**src/rtl/dehaze_pkg.sv**
```systemverilog
// dehaze_pkg: pixel type, default frame geometry and sequencer state encoding
package dehaze_pkg;
  localparam int PIXEL_W = 24;
  localparam int DEF_ROW_SIZE = 512;
  localparam int DEF_IMG_ROWS = 512;
  typedef logic [PIXEL_W-1:0] pixel_t;
  typedef enum logic [2:0] {IDLE, CLR, FILL, STREAM, FLUSH, DONE} state_e;
endpackage

```
**src/rtl/window_feed_sequencer_if.sv**
```systemverilog
// window_feed_sequencer_if: source stream, downstream ready and WindowGenerator link
interface window_feed_sequencer_if;
  import dehaze_pkg::*;
  pixel_t s_pixel, wg_pixel;
  logic s_valid, s_last, s_ready, m_ready, wg_valid, wg_rst, wg_out_valid, win_valid;
  modport master (
    output s_pixel, s_valid, s_last, m_ready, wg_out_valid,
    input  s_ready, wg_pixel, wg_valid, wg_rst, win_valid
  );
  modport slave (
    input  s_pixel, s_valid, s_last, m_ready, wg_out_valid,
    output s_ready, wg_pixel, wg_valid, wg_rst, win_valid
  );
endinterface

```
**src/rtl/pos_counter.sv**
```systemverilog
// pos_counter: column/row position of fed pixels with column wrap and end-of-row flag
module pos_counter #(
  parameter int COLS = 8,
  parameter int ROWS = 7,
  localparam int CW = $clog2(COLS),
  localparam int RW = $clog2(ROWS)
) (
  input  logic          clk,
  input  logic          rst,
  input  logic          clr,
  input  logic          en,
  output logic [RW-1:0] row,
  output logic          col_end
);
  logic [CW-1:0] col_q, col_d;
  logic [RW-1:0] row_q, row_d;
  always_comb begin
    col_end = col_q == CW'(COLS - 1);
    col_d = clr ? '0 : en ? (col_end ? '0 : col_q + 1'b1) : col_q;
    row_d = clr ? '0 : (en && col_end) ? row_q + 1'b1 : row_q;
    row = row_q;
  end
  always_ff @(posedge clk or posedge rst)
    if (rst) begin
      col_q <= '0;
      row_q <= '0;
    end else begin
      col_q <= col_d;
      row_q <= row_d;
    end
endmodule

```
**src/rtl/window_feed_sequencer.sv**
```systemverilog
// window_feed_sequencer: meters a pixel stream into the window generator, pads the tail rows
// and qualifies generator windows against pixels actually fed.
module window_feed_sequencer import dehaze_pkg::*; #(
  parameter int     ROW_SIZE   = DEF_ROW_SIZE,
  parameter int     IMG_ROWS   = DEF_IMG_ROWS,
  parameter int     FILL_ROWS  = 3,
  parameter int     FLUSH_ROWS = 1,
  parameter pixel_t PAD_PIXEL  = '0
) (
  input  logic r_clk,
  input  logic r_rst,
  input  logic start,
  window_feed_sequencer_if.slave io,
  output logic busy,
  output logic frame_done,
  output logic err_last
);
  localparam int ROWS = IMG_ROWS + FLUSH_ROWS;
  localparam int RW = $clog2(ROWS);
  localparam int EXP = (ROWS - FILL_ROWS) * ROW_SIZE;
  localparam int WW = $clog2(EXP + 1);
  state_e state_q, state_d;
  logic [WW-1:0] win_cnt_q, win_cnt_d;
  logic err_last_q, err_last_d, fed_d1_q, fed_d1_d;
  logic [RW-1:0] row;
  logic col_end, streaming, fed, xfer, row_hit;
  pos_counter #(.COLS(ROW_SIZE), .ROWS(ROWS)) u_pos (
    .clk(r_clk), .rst(r_rst), .clr(state_q == CLR), .en(fed), .row(row), .col_end(col_end)
  );
  always_comb begin
    streaming = state_q == FILL || state_q == STREAM;
    fed = io.m_ready & (streaming ? io.s_valid : state_q == FLUSH);
    xfer = streaming & io.m_ready & io.s_valid;
    io.s_ready = streaming & io.m_ready;
    io.wg_valid = fed;
    io.wg_pixel = streaming ? io.s_pixel : PAD_PIXEL;
    io.wg_rst = state_q == CLR;
    io.win_valid = io.wg_out_valid & fed_d1_q;
    frame_done = io.win_valid && win_cnt_q == WW'(EXP - 1);
    busy = state_q != IDLE && state_q != DONE;
    err_last = err_last_q;
    fed_d1_d = fed;
    win_cnt_d = state_q == CLR ? '0 : win_cnt_q + WW'(io.win_valid);
    // s_last is only audited; the frame always ends on the internal position
    err_last_d = state_q == CLR ? 1'b0
               : err_last_q | (xfer & (io.s_last ^ (col_end && row == RW'(IMG_ROWS - 1))));
    row_hit = fed && col_end && row == RW'(state_q == FILL ? FILL_ROWS - 1
                                         : state_q == STREAM ? IMG_ROWS - 1 : ROWS - 1);
    state_d = state_q;
    if (start && !busy) state_d = CLR;
    else if (state_q == CLR) state_d = FILL;
    else if (row_hit) state_d = state_q == FILL ? STREAM : state_q == STREAM ? FLUSH : DONE;
  end
  always_ff @(posedge r_clk or posedge r_rst)
    if (r_rst) begin
      state_q <= IDLE;
      win_cnt_q <= '0;
      err_last_q <= 1'b0;
      fed_d1_q <= 1'b0;
    end else begin
      state_q <= state_d;
      win_cnt_q <= win_cnt_d;
      err_last_q <= err_last_d;
      fed_d1_q <= fed_d1_d;
    end
endmodule

```
**src/flat_wrapper.sv**
```systemverilog
// flat-port wrapper written by rule: the top's interface ports become plain ports
module window_feed_sequencer_flat import dehaze_pkg::*;
#(
  parameter int     ROW_SIZE   = DEF_ROW_SIZE,
  parameter int     IMG_ROWS   = DEF_IMG_ROWS,
  parameter int     FILL_ROWS  = 3,
  parameter int     FLUSH_ROWS = 1,
  parameter pixel_t PAD_PIXEL  = '0
)
  (r_clk, r_rst, start, busy, frame_done, err_last, io_s_pixel, io_s_valid, io_s_last, io_m_ready, io_wg_out_valid, io_s_ready, io_wg_pixel, io_wg_valid, io_wg_rst, io_win_valid);
  window_feed_sequencer_if io_i ();
  input  logic r_clk;
  input  logic r_rst;
  input  logic start;
  output logic busy;
  output logic frame_done;
  output logic err_last;
  input wire logic [$bits(io_i.s_pixel)-1:0] io_s_pixel;
  input wire logic [$bits(io_i.s_valid)-1:0] io_s_valid;
  input wire logic [$bits(io_i.s_last)-1:0] io_s_last;
  input wire logic [$bits(io_i.m_ready)-1:0] io_m_ready;
  input wire logic [$bits(io_i.wg_out_valid)-1:0] io_wg_out_valid;
  output wire logic [$bits(io_i.s_ready)-1:0] io_s_ready;
  output wire logic [$bits(io_i.wg_pixel)-1:0] io_wg_pixel;
  output wire logic [$bits(io_i.wg_valid)-1:0] io_wg_valid;
  output wire logic [$bits(io_i.wg_rst)-1:0] io_wg_rst;
  output wire logic [$bits(io_i.win_valid)-1:0] io_win_valid;
  assign io_i.s_pixel = io_s_pixel;
  assign io_i.s_valid = io_s_valid;
  assign io_i.s_last = io_s_last;
  assign io_i.m_ready = io_m_ready;
  assign io_i.wg_out_valid = io_wg_out_valid;
  assign io_s_ready = io_i.s_ready;
  assign io_wg_pixel = io_i.wg_pixel;
  assign io_wg_valid = io_i.wg_valid;
  assign io_wg_rst = io_i.wg_rst;
  assign io_win_valid = io_i.win_valid;
  window_feed_sequencer #(.ROW_SIZE(ROW_SIZE), .IMG_ROWS(IMG_ROWS), .FILL_ROWS(FILL_ROWS), .FLUSH_ROWS(FLUSH_ROWS), .PAD_PIXEL(PAD_PIXEL)) u_core (.r_clk(r_clk), .r_rst(r_rst), .start(start), .io(io_i), .busy(busy), .frame_done(frame_done), .err_last(err_last));
endmodule
```
**config.mk**
```make
export PLATFORM = sky130hd
export DESIGN_NAME = window_feed_sequencer_flat
export DESIGN_NICKNAME = d
export VERILOG_FILES = /design/src/rtl/dehaze_pkg.sv /design/src/rtl/window_feed_sequencer_if.sv /design/src/rtl/pos_counter.sv /design/src/rtl/window_feed_sequencer.sv /design/src/flat_wrapper.sv
export SDC_FILE = /design/constraint.sdc
export NUM_CORES = 1
export LEC_CHECK = 0
export CORE_UTILIZATION = 49
export DETAILED_ROUTE_END_ITERATION = 12
export HOLD_SLACK_MARGIN = 0.05
export PLACE_DENSITY_LB_ADDON = 0.1
export SLEW_MARGIN = 20
export SYNTH_ARGS = -nofsm -noshare
export SYNTH_HDL_FRONTEND = slang
export SYNTH_SLANG_ARGS = --single-unit
```
**constraint.sdc**
```tcl
create_clock -name r_clk -period 2.5 [get_ports r_clk]
set_input_delay 0.375 -clock r_clk [delete_from_list [all_inputs] [get_ports r_clk]]
set_output_delay 0.375 -clock r_clk [all_outputs]
set_load 0.03 [all_outputs]
```
==> impl_metrics.ini <==
[floorplan]
core_area_sq_mm = 0.00469
start_util = 0.508
die_h_um = 71.7
fp.dieW_um = 71.7
fp.dieArea_sq_mm = 0.00514
rows = 25
io_pins = 62

[grt]
grt_pass1_wl_mm = 9.15
globalRouteOverflowTotal = 0
grt_max_degree = 43
antenna_found_initial = 0
grt_pass1_vias = 2050
gr-usage-all-layers = 0.227

[placed_design]
place.gp.congestion = 0.769
place_ws_ns = 0.173
hpwlAfterDp_mm = 3.95
io_buffers = 61
postPlaceCellArea_sq_mm = 0.00302

[clock_network]
clk_latency_ns = 0.30
cts_tree = yes
cts-htree-levels = 2
holdBufCountCts = 0
numCtsBuffers = 5
root_buffer = clkbuf_8
clkTransAtPathRegs_ns = 0.09
clock-sinks = 42
clockBufferDepth = 2

[critical_path]
cp_max_fo = 5
worst_setup_path_end_kind = output port
cp.arrival_ns = 1.96
startpoint_type = input port
required_ns = 2.12
critical_path_class = in -> out

[synthesis]
yosysWarningCount = 0
synthFlopType = dfrtp_1
seq_area_frac_synth = 0.441
syn-mean-instance-area_sq_um = 9.02
synthAdderAreaFrac = 0.0263
synth-xor-area-share = 0.0809
syn-num-nets = 300
synth_top_area_share = 0.441
synth_most_common_cell = dfrtp_1
synth-seq-cells = 42
syn-cell-area_sq_mm = 0.00238
ys_top_cells_by_area = dfrtp_1 44%, and2_1 8.1%, nor2_1 5.0%, xor2_1 4.4%, xnor2_1 3.7%
ys_types = 41
synth-simple-area-share = 0.311
synth_compound_area_frac = 0.102
synth_top_family_by_area = simple AND/OR/NAND/NOR gates
syn_inst = 264
synth_edf_count = 0
async_reset_ff_frac = 1.00
yosysTopAreaCell = dfrtp_1
synth.mux.area_fraction = 0.00420
synth_common_cells = 42 x dfrtp_1, 32 x nor2_1, 31 x and2_1

[timing]
setup_viol = 0
rsz0062_at_grt = false
worstMarginPinSlew_ns = 0.579
fin_crit_ns = 2.34
hold_violations = 0
skew_ns = 0.0113
maxSlewHeadroom = 0.613
maxSlewViolCount = 0
max_freq_mhz = 428
finalWorstSetupSlack_ns = 0.163
fin_tns_setup_ns = 0
period_share = 0.935

[power]
p_leak_nw = 1.37
powerDensity_mw_per_mm2 = 525
worst_ir_drop_vdd_mv = 0.280

[layout]
num-fill-cells = 398
nNetsFinal = 370
diodes = 0
fin_util = 0.669
design_area_sq_mm = 0.00314
drive_gt1_frac = 0.152
area_growth_pct = 31.7

[route]
drcViolationCount = 0
postRouteAntennaNets = 0
vias_per_cell = 5.39
wl_per_cell_um = 13.8
num_vias = 2098
first_pass_iters = 4
drt-total-wl_mm = 5.39
drt-initial-drc-count = 89

[worst_hold_path]
hp-class = in -> async

[job]
max_cap_violations = 0

[run_status]
outcome = finished clean
## cell usage in the layout (no fill, tap or decap), drive strengths merged, types with 10 or more instances in the layout
cell type and instances:
a21oi 14, and2 31, buf 36, clkdlybuf4s50 35, dfrtp 42, nand2 22
nand3 14, nor2 33, o21ai 13, xnor2 10, xor2 12
## registers in the layout, summed over array words and instances (netlist names)
| name | flops |
|---|---|
| u_core.win_cnt_q | 18 |
| u_core.u_pos.row | 10 |
| u_core.u_pos.col_q | 9 |
| u_core.state_q | 3 |
| u_core.err_last | 1 |
| u_core.fed_d1_q | 1 |
## path summary, 6_finish.rpt
path,start,end,slack (ns),depth (start not counted)
hold reg to reg,u_core.err_last$_DFF_PP0_,u_core.err_last$_DFF_PP0_,0.52,2
hold / removal,r_rst,u_core.u_pos.row[3]$_DFFE_PP0P_,0.51,3
max in group asynchronous,r_rst,u_core.win_cnt_q[3]$_DFF_PP0_,1.61,3
setup reg to reg,u_core.u_pos.col_q[0]$_DFFE_PP0P_,u_core.u_pos.row[7]$_DFFE_PP0P_,0.16,9
setup / recovery,io_m_ready,io_wg_valid,0.16,5
min in group r_clk,u_core.err_last$_DFF_PP0_,u_core.err_last$_DFF_PP0_,0.52,2
## cells by family (layout without fill, tap and decap cells)
| logic type | after synthesis | count (layout) |
|---|---|---|
| and+or+nand+nor | 138 | 138 |
| DFF | 42 | 42 |
| buffers and inverters | 17 | 88 |
| AOI/OAI and AO/OA | 39 | 39 |
| xor gates and xnor gates | 22 | 22 |
| muxes | 1 | 1 |
| adders and majority gates | 5 | 5 |
## stage by stage
stage / total power [mW] / cells / hold slack [ns]
after floorplan: 0.988 / 264 / 0.471
after global placement: 1.11 / 381 / 0.491
after detailed placement: 1.12 / 381 / 0.497
after CTS: 1.66 / 389 / 0.522
after global routing: 1.73 / 389 / 0.540
final: 1.65 / 389 / 0.505
## where the power goes
group	internal (mW)	switching (mW)	total, mW
logic	0.149	0.143	0.292
clock network	0.299	0.244	0.543
registers	0.746	0.0659	0.812
## worst max-delay path, cell delays in order
cell and delay (ns):
clkdlybuf4s50_1 0.52, and4bb_2 0.27, nor2_2 0.06, inv_1 0.07, clkdlybuf4s50_1 0.66
## cell type report
class                   count  area (sq um)  share of cell area
repair buffers             71           621               0.198
well taps                  54          67.6              0.0215
flip-flops and latches     42          1050               0.335
clock buffers               5          68.8              0.0219
multi-input cells         205          1250               0.399
clock inverters             3          43.8              0.0140
inverters                   9          33.8              0.0108
## layer usage
layer	routed length (um)	global-route usage	up-vias
met5	0	0	-
met4	86	0.0719	0
met3	200	0.0577	9
met2	2610	0.382	41
met1	2490	0.288	996
li1	-	-	1052
## repair_timing
action                     CTS  global route
setup endpoints to repair    0             2
resized for setup            0             1
buffers inserted             0             0
Note: power is estimated with default switching activity, not from simulation.
